## config.mk

```make
export PLATFORM = sky130hd
export DESIGN_NAME = interrupt_ack_sequencer
export DESIGN_NICKNAME = d
export VERILOG_FILES = /design/src/rtl/interrupt_ack_sequencer_pkg.sv /design/src/rtl/interrupt_ack_sequencer_ack_vector_mux.sv /design/src/rtl/interrupt_ack_sequencer.sv
export SDC_FILE = /design/constraint.sdc
export NUM_CORES = 1
export LEC_CHECK = 0
export CORE_MARGIN = 2
export CORE_UTILIZATION = 45
export CTS_BUF_LIST = sky130_fd_sc_hd__clkbuf_8
export DETAILED_ROUTE_END_ITERATION = 10
export PLACE_DENSITY = 0.83
export SETUP_SLACK_MARGIN = 0.1
export SYNTH_ARGS = -nofsm -noshare
export SYNTH_HDL_FRONTEND = slang
export SYNTH_HIERARCHICAL = 1
export SYNTH_SLANG_ARGS = --single-unit
```

## constraint.sdc

```tcl
create_clock -name clock -period 2.9 [get_ports clock]
set_clock_uncertainty 0.05 [all_clocks]
set_input_delay 0.435 -clock clock [delete_from_list [all_inputs] [get_ports clock]]
set_output_delay 0.435 -clock clock [all_outputs]
set_load 0.01 [all_outputs]
```

## src/rtl/interrupt_ack_sequencer_pkg.sv

```systemverilog
`default_nettype none
// ============================================================================
// Module   : interrupt_ack_sequencer_pkg
// Purpose  : Shared definitions for the 8259A acknowledge/poll control path.
//            Holds the control-state encoding used by the sequencer and by the
//            interrupt-control-signal logic, the 8080 CALL opcode, and a helper
//            that turns a one-hot level into its 3-bit binary code.
// Ports    : (package - none)
// Revision : 1.0 - initial release
// ============================================================================
package interrupt_ack_sequencer_pkg;

    localparam int CTL_STATE_W = 3;

    // Encoding is shared with the interrupt-control-signal logic; do not renumber.
    typedef enum logic [CTL_STATE_W-1:0] {
        CTL_READY = 3'd0,
        ACK1      = 3'd1,
        ACK2      = 3'd2,
        ACK3      = 3'd3,
        POLL      = 3'd4
    } ctl_state_t;

    // First byte returned in 8080/85 mode: CALL opcode.
    localparam logic [7:0] C_CALL_OPCODE = 8'hCD;

    // Level loaded when an acknowledge finds no pending request (spurious IR7).
    localparam logic [7:0] C_SPURIOUS_LEVEL = 8'h80;

    // Binary index of a one-hot level. Returns 0 for an all-zero input.
    function automatic logic [2:0] level_code(input logic [7:0] onehot);
        logic [2:0] code;
        code = 3'd0;
        for (int i = 0; i < 8; i++) begin
            if (onehot[i]) begin
                code = 3'(i);
            end
        end
        return code;
    endfunction

endpackage
`default_nettype wire

```

## src/rtl/interrupt_ack_sequencer_ack_vector_mux.sv

```systemverilog
`default_nettype none
// ============================================================================
// Module   : ack_vector_mux
// Purpose  : Combinational selection of the byte returned on the internal data
//            bus for each acknowledge state and for a poll read.
// Ports    : state                      - current control state
//            u8086_mode                 - 1 = 8086, 0 = 8080/85
//            call_address_interval_4    - ADI (8080 mode only)
//            interrupt_vector_address   - A15..A5 from ICW1/ICW2
//            level                      - binary code of the latched level
//            poll_flag                  - a level was latched for the poll
//            vector_byte                - selected byte (unqualified by enable)
// Revision : 1.0 - initial release
// ============================================================================
module ack_vector_mux
    import interrupt_ack_sequencer_pkg::*;
(
    input  ctl_state_t  state,
    input  logic        u8086_mode,
    input  logic        call_address_interval_4,
    input  logic [10:0] interrupt_vector_address,
    input  logic [2:0]  level,
    input  logic        poll_flag,
    output logic [7:0]  vector_byte
);

    always_comb begin
        vector_byte = 8'h00;
        case (state)
            ACK1: begin
                // 8086 mode returns nothing on the first pulse.
                vector_byte = u8086_mode ? 8'h00 : C_CALL_OPCODE;
            end
            ACK2: begin
                if (u8086_mode) begin
                    vector_byte = {interrupt_vector_address[10:6], level};
                end else if (call_address_interval_4) begin
                    vector_byte = {interrupt_vector_address[2:0], level, 2'b00};
                end else begin
                    vector_byte = {interrupt_vector_address[2:1], level, 3'b000};
                end
            end
            ACK3: begin
                vector_byte = interrupt_vector_address[10:3];
            end
            POLL: begin
                vector_byte = {poll_flag, 4'b0000, level};
            end
            default: begin
                vector_byte = 8'h00;
            end
        endcase
    end

endmodule
`default_nettype wire

```

## src/rtl/interrupt_ack_sequencer.sv

```systemverilog
`default_nettype none
// ============================================================================
// Module   : interrupt_ack_sequencer
// Purpose  : 8259A control state machine. Sequences INTA# acknowledge cycles
//            (8086 and 8080/85 modes) and OCW3 poll reads, emits the ISR latch
//            and end-of-sequence pulses, and drives vector/CALL/poll bytes.
// Ports    : clock, reset                     - clock, sync active-high reset
//            write_initial_command_word_1     - ICW1 strobe, aborts sequence
//            interrupt_acknowledge_n          - synchronized INTA#
//            read                             - decoded CS&RD level
//            poll_command                     - OCW3 poll pulse
//            u8086_or_mcs80_config            - 1 = 8086 mode
//            call_address_interval_4          - ADI
//            interrupt_vector_address[10:0]   - vector address bits
//            cascade_slave/_enable            - cascade bus gating
//            highest_level_in_request[7:0]    - one-hot winning request
//            control_state/next_control_state - registered / combinational state
//            latch_in_service, end_of_acknowledge_sequence,
//            end_of_poll_command              - one-cycle pulses
//            interrupt[7:0]                   - latched one-hot level
//            data_bus_out[7:0], data_bus_out_enable - internal bus drive
// Revision : 1.0 - initial release
// ============================================================================
module interrupt_ack_sequencer
    import interrupt_ack_sequencer_pkg::*;
#(
    parameter int STATE_W = 3
) (
    input  logic               clock,
    input  logic               reset,
    input  logic               write_initial_command_word_1,
    input  logic               interrupt_acknowledge_n,
    input  logic               read,
    input  logic               poll_command,
    input  logic               u8086_or_mcs80_config,
    input  logic               call_address_interval_4,
    input  logic [10:0]        interrupt_vector_address,
    input  logic               cascade_slave,
    input  logic               cascade_slave_enable,
    input  logic [7:0]         highest_level_in_request,
    output logic [STATE_W-1:0] control_state,
    output logic [STATE_W-1:0] next_control_state,
    output logic               latch_in_service,
    output logic               end_of_acknowledge_sequence,
    output logic               end_of_poll_command,
    output logic [7:0]         interrupt,
    output logic [7:0]         data_bus_out,
    output logic               data_bus_out_enable
);

    ctl_state_t r_state;
    ctl_state_t w_next_state;
    logic       r_inta_d;
    logic       r_read_d;
    logic [7:0] r_interrupt;

    logic       w_abort;
    logic       w_inta_nedge;
    logic       w_inta_pedge;
    logic       w_read_pedge;
    logic       w_read_nedge;
    logic       w_latch;
    logic       w_latch_poll;
    logic       w_end_ack;
    logic       w_end_poll;
    logic       w_drive;
    logic       w_enable;
    logic [7:0] w_vector_byte;

    // ICW1 behaves exactly like reset and overrides every same-cycle event.
    assign w_abort      = reset | write_initial_command_word_1;

    assign w_inta_nedge =  r_inta_d & ~interrupt_acknowledge_n;
    assign w_inta_pedge = ~r_inta_d &  interrupt_acknowledge_n;
    assign w_read_pedge = ~r_read_d &  read;
    assign w_read_nedge =  r_read_d & ~read;

    // Next-state and pulse decode. Pulses are combinational from the edge so
    // they line up with the cycle in which the transition is taken.
    always_comb begin
        w_next_state = r_state;
        w_latch      = 1'b0;
        w_latch_poll = 1'b0;
        w_end_ack    = 1'b0;
        w_end_poll   = 1'b0;
        if (w_abort) begin
            w_next_state = CTL_READY;
        end else begin
            case (r_state)
                CTL_READY: begin
                    // INTA wins over a poll command arriving in the same cycle.
                    if (w_inta_nedge) begin
                        w_next_state = ACK1;
                        w_latch      = 1'b1;
                    end else if (poll_command) begin
                        w_next_state = POLL;
                    end
                end
                ACK1: begin
                    if (w_inta_nedge) begin
                        w_next_state = ACK2;
                    end
                end
                ACK2: begin
                    if (u8086_or_mcs80_config) begin
                        if (w_inta_pedge) begin
                            w_next_state = CTL_READY;
                            w_end_ack    = 1'b1;
                        end
                    end else if (w_inta_nedge) begin
                        w_next_state = ACK3;
                    end
                end
                ACK3: begin
                    if (w_inta_pedge) begin
                        w_next_state = CTL_READY;
                        w_end_ack    = 1'b1;
                    end
                end
                POLL: begin
                    if (w_read_pedge) begin
                        w_latch      = 1'b1;
                        w_latch_poll = 1'b1;
                    end
                    if (w_read_nedge) begin
                        w_next_state = CTL_READY;
                        w_end_poll   = 1'b1;
                    end
                end
                default: begin
                    w_next_state = CTL_READY;
                end
            endcase
        end
    end

    always_ff @(posedge clock) begin
        if (w_abort) begin
            r_state     <= CTL_READY;
            r_inta_d    <= 1'b1;
            r_read_d    <= 1'b0;
            r_interrupt <= 8'h00;
        end else begin
            r_state  <= w_next_state;
            r_inta_d <= interrupt_acknowledge_n;
            r_read_d <= read;
            if (w_latch) begin
                // With nothing pending an acknowledge reports IR7, a poll reports none.
                if (highest_level_in_request == 8'h00) begin
                    r_interrupt <= w_latch_poll ? 8'h00 : C_SPURIOUS_LEVEL;
                end else begin
                    r_interrupt <= highest_level_in_request;
                end
            end else if (w_next_state == CTL_READY) begin
                r_interrupt <= 8'h00;
            end
        end
    end

    ack_vector_mux u_ack_vector_mux (
        .state                    (r_state),
        .u8086_mode               (u8086_or_mcs80_config),
        .call_address_interval_4  (call_address_interval_4),
        .interrupt_vector_address (interrupt_vector_address),
        .level                    (level_code(r_interrupt)),
        .poll_flag                (|r_interrupt),
        .vector_byte              (w_vector_byte)
    );

    // Drive only while the CPU is actually reading: INTA# low in an acknowledge
    // state (never on the 8086 first pulse) or RD high during a poll. A slave
    // whose ID is not on the cascade lines must stay off the bus.
    always_comb begin
        w_drive = 1'b0;
        case (r_state)
            ACK1:       w_drive = ~interrupt_acknowledge_n & ~u8086_or_mcs80_config;
            ACK2, ACK3: w_drive = ~interrupt_acknowledge_n;
            POLL:       w_drive = read;
            default:    w_drive = 1'b0;
        endcase
    end

    assign w_enable = w_drive & ~(cascade_slave & ~cascade_slave_enable) & ~w_abort;

    assign control_state               = STATE_W'(r_state);
    assign next_control_state          = STATE_W'(w_next_state);
    assign latch_in_service            = w_latch;
    assign end_of_acknowledge_sequence = w_end_ack;
    assign end_of_poll_command         = w_end_poll;
    assign interrupt                   = r_interrupt;
    assign data_bus_out_enable         = w_enable;
    assign data_bus_out                = w_enable ? w_vector_byte : 8'h00;

endmodule
`default_nettype wire
```

* After elaboration in Yosys (flattened, before gate mapping)
Cells that the tools add are included.
Operators by class: equal/unequal tests 4, mux-type cells 39, bitwise logic cells 17, reductions and logical operators 6
Operators with widths (count):
- two-way mux 8 bit | 7
- two-way mux 3 bit | 14
- case mux 8 bit (4 select lines) | 1
- case mux 3 bit (5 select lines) | 1
- two-way mux 1 bit | 12
- bitwise AND 1 bit | 8
- zero test 8 bit | 1
- NOT 1 bit | 8
- OR reduction 8 bit | 1
- equality test 3 x 2 -> 1 bit (second input constant) | 2
- zero test 3 bit | 2
- two-way mux 6 bit | 1
- case mux 1 bit (2 select lines) | 2
- equality test 3 x 1 -> 1 bit (second input constant) | 1
- equality test 3 bit (second input constant) | 1
- case mux 1 bit (3 select lines) | 1
- nonzero test 2 bit | 1
- OR reduction 2 bit | 1
- OR 1 bit | 1
Storage, ports and cells: register bits 13, bits of input ports 29, output and inout bits 26

* Longest topological paths before layout
Gate-level depths: netlist (run 1).
depth in word-level cells 11, mapped depth 8, depth with buffers taken out 8

* Modules after synthesis
The synthesis (run 1) kept the hierarchy.
Modules (own cells, without submodules):
- interrupt_ack_sequencer | times used 1, cells each 102, area an instance 857.1 µm², sequential area each 260.2 µm²
- ack_vector_mux | times used 1, cells each 43, area an instance 306.5 µm², sequential area each 0.0 µm²

* Worst setup path after synthesis (run 1)
No wires, ideal clock.
kind reg2out, start register r_interrupt[2] (netlist: interrupt[2]), end output port data_bus_out[2], arrival time 1.557 ns, required time 2.415 ns, path slack 0.858 ns, cell stages (with the launch flop) 9, path through dfxtp_1 > nand2b_1 > a21oi_1 > nor2_1 > o21bai_1 > nand3b_1 > a2111o_1 > o211ai_1 > and2_1
On the way: word-level cells in the longest chain between the ends 10
Ends and longest elaborated chain:
- from (decl) | RTL line interrupt_ack_sequencer.sv:55 | logic [7:0] r_interrupt;
- from (signal assigned) | RTL line interrupt_ack_sequencer.sv:150 | r_interrupt <= w_latch_poll ? 8'h00 : C_SPURIOUS_LEVEL;
- from (signal assigned) | RTL line interrupt_ack_sequencer.sv:152 | r_interrupt <= highest_level_in_request;
- two-way mux 3 bit (6 in series) | RTL line interrupt_ack_sequencer_pkg.sv:35 | if (onehot[i]) begin
- two-way mux 6 bit | RTL line interrupt_ack_sequencer_ack_vector_mux.sv:37 | end else if (call_address_interval_4) begin
- two-way mux 8 bit | RTL line interrupt_ack_sequencer_ack_vector_mux.sv:35 | if (u8086_mode) begin
- case mux 8 bit (4 select lines) | RTL line interrupt_ack_sequencer_ack_vector_mux.sv:29 | case (state)
- via w_vector_byte[2] | RTL line interrupt_ack_sequencer.sv:68 | logic [7:0] w_vector_byte;
- two-way mux 8 bit | RTL line interrupt_ack_sequencer.sv:192 | assign data_bus_out = w_enable ? w_vector_byte : 8'h00;
- to (decl) | RTL line interrupt_ack_sequencer.sv:47 | output logic [7:0] data_bus_out,
The timed path passes the listed nets, and every way through them passes these cells.

* Worst setup path after layout (run 1)
start register r_interrupt[3] (netlist: interrupt[3]), end output port data_bus_out[4]
On the way: word-level cells in the longest chain between the ends 9
Ends and longest elaborated chain (RTL line):
- two-way mux 3 bit (5 in series) | interrupt_ack_sequencer_pkg.sv:35
- two-way mux 6 bit | interrupt_ack_sequencer_ack_vector_mux.sv:37
- two-way mux 8 bit | interrupt_ack_sequencer_ack_vector_mux.sv:35
- case mux 8 bit (4 select lines) | interrupt_ack_sequencer_ack_vector_mux.sv:29
- via w_vector_byte[4] | interrupt_ack_sequencer.sv:68
- two-way mux 8 bit | interrupt_ack_sequencer.sv:192
The timed path passes the listed nets, and every way through them passes these cells.

==> flow_summary_export.csv, run 1 <==
group,metric,value,unit
timing,maxSlewHeadroom,60.8,%
cts,clk_latency,0.24,ns
logic_synthesis,synthCells,145,
logic_synthesis,syn-num-nets,174,
logic_synthesis,synth_top_area_cell,"dfxtp_1",
placement,gp_congestion,0.902,
placement,dpl-instance-area,1760,µm²
power,power_density,273,nW/µm²
route,finalWirelength,3470,µm
cells_and_area,final_layout_size_suffix_gt1_share,14.0,%
setup_path,setup.worst_path.end_class,"primary output",
placement,dp.cells,233,
route,drc,0,
route,first_pass_iters,4,
route,dr.first_iter.drc_count,44,
cts,htreeDepth,1,
logic_synthesis,synth_area,1160,µm²
timing,min_period,2.68,ns
route,vias_per_cell,5.50,
timing,rsz0062_at_grt,"false",
logic_synthesis,synth_warnings,6,
timing,whs,0.492,ns
die,rows,18,
logic_synthesis,avgSynthCellArea,8.02,µm²
setup_path,crit_path_cell_trace,"nor2_1, o31ai_2, buf_4, mux2i_1, a211oi_1, and2_1, clkdlybuf4s50_1",
logic_synthesis,synth-seq-area-share,22.4,%
die,fp.dieW,54.9,µm
power,total_power,0.498,mW
logic_synthesis,synth_area_leaders,"dfxtp_1, mux2i_1, nor2_1, and2_1, buf_6",
flow_run,maxCapViolations,0,
grt,grt_pass1_wl,5250,µm
logic_synthesis,synth_seq_cells,13,
cells_and_area,diodes,0,
grt,track_usage,24.0,%
setup_path,crit_arrival,2.19,ns
grt,antenna_found_initial,0,
die,dieArea,3010,µm²
grt,grt_pass1_vias,1164,
cts,clockBufferDepth,2,
setup_path,startpoint_type,"flop",
power,power.leakage,0.759,nW
min_path,min_path_type,"reg -> reg",
timing,worstMarginPinSlew,0.588,ns
timing,fmax,374,MHz
die,core_area,2450,µm²
placement,dp_hpwl,2680,µm
timing,setup_violations,0,
logic_synthesis,ys_types,44,
setup_path,required,2.41,ns
status,status,"completed",
cts,path_clk_slew,0.06,ns
placement,port_buffers,54,
cts,cts_tree,"built",
route,via_count,1303,
setup_path,cpPeakStageDelay,0.53,ns
die,initial_utilization,47.4,%
cells_and_area,fin_nets,237,
cells_and_area,final_cell_count_no_fill,237,
timing,setup_tns,0,ns
power,vdd_drop_max,0.333,mV
cts,cts-root-buf,"clkbuf_8",
logic_synthesis,synth_top_area_share,22.4,%
grt,overflow,0,
cells_and_area,n_fill_cell,180,
setup_path,path_max_fanout,4,
timing,maxSlewViolCount,0,
die,num_io_pins,55,
route,ant_nets,0,
grt,grt_max_degree,18,
setup_path,worstSetupPathType,"reg -> out",
cells_and_area,stdcell_area,1820,µm²
cts,numCtsBuffers,3,
cts,clkSinkCount,13,
setup_path,cp_slowest_cell,"clkdlybuf4s50_1",
cells_and_area,area_growth,56.7,%
route,wl_per_cell,14.6,µm
timing,hold_viol,0,
timing,period_share,92.3,%
cts,postCtsHoldBufs,0,
die,die_y,54.9,µm
cell type report:
cell class	instances	area, µm²	share of cell area, %
flip-flops and latches	13	262	14.3
inverters	7	26.3	1.44
repair buffers	64	619	34.0
clock buffers	3	41.3	2.26
clock inverters	1	5.00	0.275
multi-input cells	119	832	45.6
well taps	30	37.5	2.06
layout by cell type (no fill, tap or decap), types with 2 or more instances in the layout:
cell type / count
a211oi_1: 4
a21oi_1: 8
and2_1: 12
and3b_1: 2
buf_4: 10
clkbuf_8: 3
clkdlybuf4s50_1: 51
dfxtp_1: 12
dlymetal6s2s_1: 2
inv_1: 7
mux2i_1: 10
nand2_1: 9
nand2b_1: 3
nand3b_1: 3
nor2_1: 22
nor2b_1: 4
o2111a_1: 3
o21ai_0: 8
o21ai_1: 2
synth_stat cells:
cell       n
a2111o_1   1
a211oi_1   4
a21oi_1    8
a21oi_2    1
a221o_1    1
a22oi_1    1
a311oi_2   1
and2_1    12
and3b_1    2
and4bb_2   1
buf_2      1
buf_6      5
dfxtp_1   13
inv_1      7
mux2i_1   10
nand2_1    9
nand2b_1   3
nand2b_4   1
nand3_1    1
nand3b_1   3
nand4_1    1
nand4b_1   1
nor2_1    22
nor2_2     1
nor2b_1    4
nor2b_4    1
nor3_2     1
nor3b_1    1
nor3b_2    1
nor4_2     1
nor4_4     1
o2111a_1   3
o211ai_1   1
o21a_1     1
o21ai_0    8
o21ai_1    2
o21ai_4    1
o21bai_1   2
o221ai_1   1
o22ai_1    1
o311ai_1   1
o31ai_1    2
or4_1      1
or4_4      1
worst paths after layout:
check | start | endpoint | slack, ns | cells past startpoint
worst max register to register | control_state[1]$_SDFF_PN0_ | interrupt[7]$_SDFFE_PN0P_ | 0.96 | 5
worst max-delay path | interrupt[3]$_SDFFE_PN0P_ | data_bus_out[4] | 0.22 | 7
worst min register to register | interrupt[0]$_SDFFE_PN0P_ | interrupt[0]$_SDFFE_PN0P_ | 0.49 | 2
worst min-delay path | interrupt[0]$_SDFFE_PN0P_ | interrupt[0]$_SDFFE_PN0P_ | 0.49 | 2
critical path, delay by kind of cell, from the launching register on:
| kind | cells | cell delay (ns) |
|---|---|---|
| AOI/OAI and AO/OA | 2 | 0.54 |
| buffers and inverters | 2 | 0.70 |
| DFF | 1 | 0.38 |
| muxes | 1 | 0.06 |
| and+or+nand+nor | 2 | 0.26 |
kinds of logic (layout without fill, tap and decap cells):
kind of cell,after synthesis,after routing,share of synthesized area [%]
AOI/OAI and AO/OA,40,40,25.1
buffers and inverters,13,75,7.53
muxes,10,10,8.60
and+or+nand+nor,69,69,36.5
DFF,13,13,22.4
per-layer routing:
metal  vias up  part of all wire (%)  global-route usage [%]
met1       599                    42                    28.2
met5         -                     0                       0
met4         0                  0.72                    5.42
met2        51                    50                    44.4
li1        649                     -                       -
met3         4                   7.7                    4.10
through the flow:
step                      setup slack (ns)  utilization, %
after floorplan                      0.858               -
after global placement              0.0867            71.5
after detailed placement          -0.00798            71.5
after CTS                           0.0518            73.5
after global routing                 0.107            74.3
final                                0.224            74.3
power breakdown:
group	switching, mW	internal, mW
clock	0.0675	0.0948
combinational	0.0632	0.0802
sequential	0.00874	0.183
total	0.139	0.359
state kept, by name, indices dropped and copies added, names as in the netlist:
signal         count
interrupt          8
control_state      3
r_inta_d           1
r_read_d           1
timing repair:
| action | in CTS | in global routing |
|---|---|---|
| gates resized for setup | 2 | 5 |
| endpoints found under the setup margin | 7 | 8 |
| setup buffers | 0 | 0 |
Note: power is estimated with default switching activity, not from simulation.
==> run 2: changes to the inputs <==
SETUP_SLACK_MARGIN = not set   (was 0.1)
==> flow_summary_export.csv, run 2 (synthesized netlist as in run 1, its figures left out) <==
group,metric,value,unit
grt,top_usage_layer,"met2",
route,ant_nets,0,
setup_path,crit_cells,7,
placement,port_buffers,54,
cts,cts_tree,"built",
grt,grt_pass1_vias,1164,
setup_path,r2r-start,"control_state[1]$_SDFF_PN0_",
timing,worstMarginPinSlew,0.590,ns
route,finalWirelength,3460,µm
setup_path,worstSetupPathType,"reg -> out",
timing,fmax,364,MHz
die,core_area,2450,µm²
die,dieArea,3010,µm²
cts,cts-root-buf,"clkbuf_8",
min_path,min_path_type,"reg -> reg",
flow_run,maxCapViolations,0,
placement,dp.cells,233,
status,status,"completed",
cells_and_area,final_common_cell,"clkdlybuf4s50_1",
setup_path,critPathCapture,"data_bus_out[4]",
die,fp.dieW,54.9,µm
power,power.leakage,0.755,nW
setup_path,crit_path_cell_trace,"nor2_1, o31ai_1, buf_4, mux2i_1, a211oi_1, and2_1, clkdlybuf4s50_1",
die,initial_utilization,47.4,%
route,vias_per_cell,5.57,
setup_path,critPathTopFamily,"buffers and inverters",
timing,setup_violations,0,
timing,period_share,94.8,%
timing,maxSlewViolCount,0,
setup_path,path_max_fanout,4,
die,die_y,54.9,µm
timing,finalWorstSetupSlack,0.150,ns
setup_path,setup.worst_path.end_class,"primary output",
placement,post-place-ws,-0.00798,ns
setup_path,crit_arrival,2.27,ns
cells_and_area,area_growth,55.6,%
cts,htreeDepth,1,
cts,clk_latency,0.24,ns
setup_path,cpPeakStageDelay,0.53,ns
timing,maxSlewHeadroom,60.6,%
grt,overflow,0,
setup_path,cp_slowest_cell,"clkdlybuf4s50_1",
grt,grt_max_degree,18,
setup_path,critPathBufInv,2,
placement,dp_hpwl,2680,µm
die,rows,18,
cells_and_area,largest_register_ffs,8,
route,wl_per_cell,14.6,µm
setup_path,r2r_slack,0.96,ns
route,drc,0,
cts,path_clk_slew,0.06,ns
cells_and_area,final_cell_count_no_fill,237,
setup_path,rr_endpoint,"interrupt[7]$_SDFFE_PN0P_",
cells_and_area,diodes,0,
power,power_density,275,nW/µm²
setup_path,ff2ff_path_depth,5,
timing,hold_viol,0,
grt,use_met2,44.4,%
cts,numCtsBuffers,3,
route,first_pass_iters,5,
route,dr.first_iter.drc_count,44,
cts,clockBufferDepth,2,
grt,antenna_found_initial,0,
setup_path,startpoint_type,"flop",
route,via_count,1320,
setup_path,crit_start,"interrupt[2]$_SDFFE_PN0P_",
power,vdd_drop_max,0.337,mV
grt,gr-usage-met1,28.2,%
grt,grt_pass1_wl,5250,µm
cells_and_area,fin_nets,237,
timing,min_period,2.75,ns
setup_path,required,2.41,ns
grt,track_usage,24.0,%
cells_and_area,layout_common_cells,"clkdlybuf4s50_1, nor2_1, and2_1, dfxtp_1",
grt,use_met3,4.10,%
cts,cts_setup_buffers,0,
die,num_io_pins,55,
placement,gp_congestion,0.902,
timing,rsz0062_at_grt,"false",
cells_and_area,final_layout_size_suffix_gt1_share,13.5,%
cts,clkSinkCount,13,
## run 2: cell types whose count changed in the layout (fill, tap and decap cells not counted)
cell | previous run | this run
a21oi_2 | 0 | 1
o31ai_2 | 1 | 0
o31ai_1 | 1 | 2
a21oi_4 | 1 | 0
## run 2: worst min-delay path by stage
| stage | cells after the start | from | to |
|---|---|---|---|
| 2_1_floorplan | 2 | interrupt_acknowledge_n | r_inta_d$_SDFF_PN1_ |
| 3_3_place_gp | 2 | interrupt[0]$_SDFFE_PN0P_ | interrupt[0]$_SDFFE_PN0P_ |
| 3_5_place_dp | 2 | interrupt[0]$_SDFFE_PN0P_ | interrupt[0]$_SDFFE_PN0P_ |
| 4_1_cts | 2 | interrupt[0]$_SDFFE_PN0P_ | interrupt[0]$_SDFFE_PN0P_ |
| 5_1_grt | 2 | interrupt[7]$_SDFFE_PN0P_ | interrupt[7]$_SDFFE_PN0P_ |
| 6_report | 2 | interrupt[0]$_SDFFE_PN0P_ | interrupt[0]$_SDFFE_PN0P_ |
## run 2: worst reg2reg max path: stages (launching register included)
cell	delay, ns
dfxtp_1	0.49
buf_4	0.27
nor4_4	0.37
o311ai_1	0.19
o21a_1	0.26
a311oi_2	0.23
## run 2: layout make-up
class / instances / area, µm²
Clock buffer: 3 / 41.3
Clock inverter: 1 / 5.00
Fill cell: 181 / 644
Inverter: 7 / 26.3
Multi-Input combinational cell: 119 / 820
Sequential cell: 13 / 262
Tap cell: 30 / 37.5
Timing Repair Buffer: 64 / 619
## run 2: routing by layer
| layer | part of all wire, % | wire length (µm) | vias up |
|---|---|---|---|
| li1 | - | - | 651 |
| met1 | 42 | 1450 | 613 |
| met2 | 50 | 1720 | 50 |
| met3 | 7.3 | 253 | 6 |
| met4 | 0.95 | 33 | 0 |
| met5 | 0 | 0 | - |
## run 2: power by group
| group | leakage, nW | internal (mW) | switching (mW) |
|---|---|---|---|
| logic | 0.624 | 0.0798 | 0.0625 |
| registers | 0.106 | 0.183 | 0.00875 |
| clock network | 0.0255 | 0.0948 | 0.0686 |
| total | 0.755 | 0.358 | 0.140 |
## run 2: repair_timing
action,in CTS,in global routing
setup endpoints to repair,3,2
hold buffers,0,0
endpoints found under the hold margin,0,0
gates cloned,0,0
resized for setup,2,3
## run 2: metrics by stage
stage | power [mW] | TNS [ns] | hold slack, ns | cell area (µm²) | util, %
finish | 0.498 | 0 | 0.489 | 1810 | 73.8
global route | 0.519 | 0 | 0.530 | 1810 | 73.8
CTS | 0.500 | 0 | 0.491 | 1800 | 73.5
detailed placement | 0.336 | -0.00798 | 0.475 | 1760 | 71.5
global placement | 0.332 | 0 | 0.470 | 1760 | 71.5
floorplan | 0.261 | 0 | 0.493 | 1160 | -
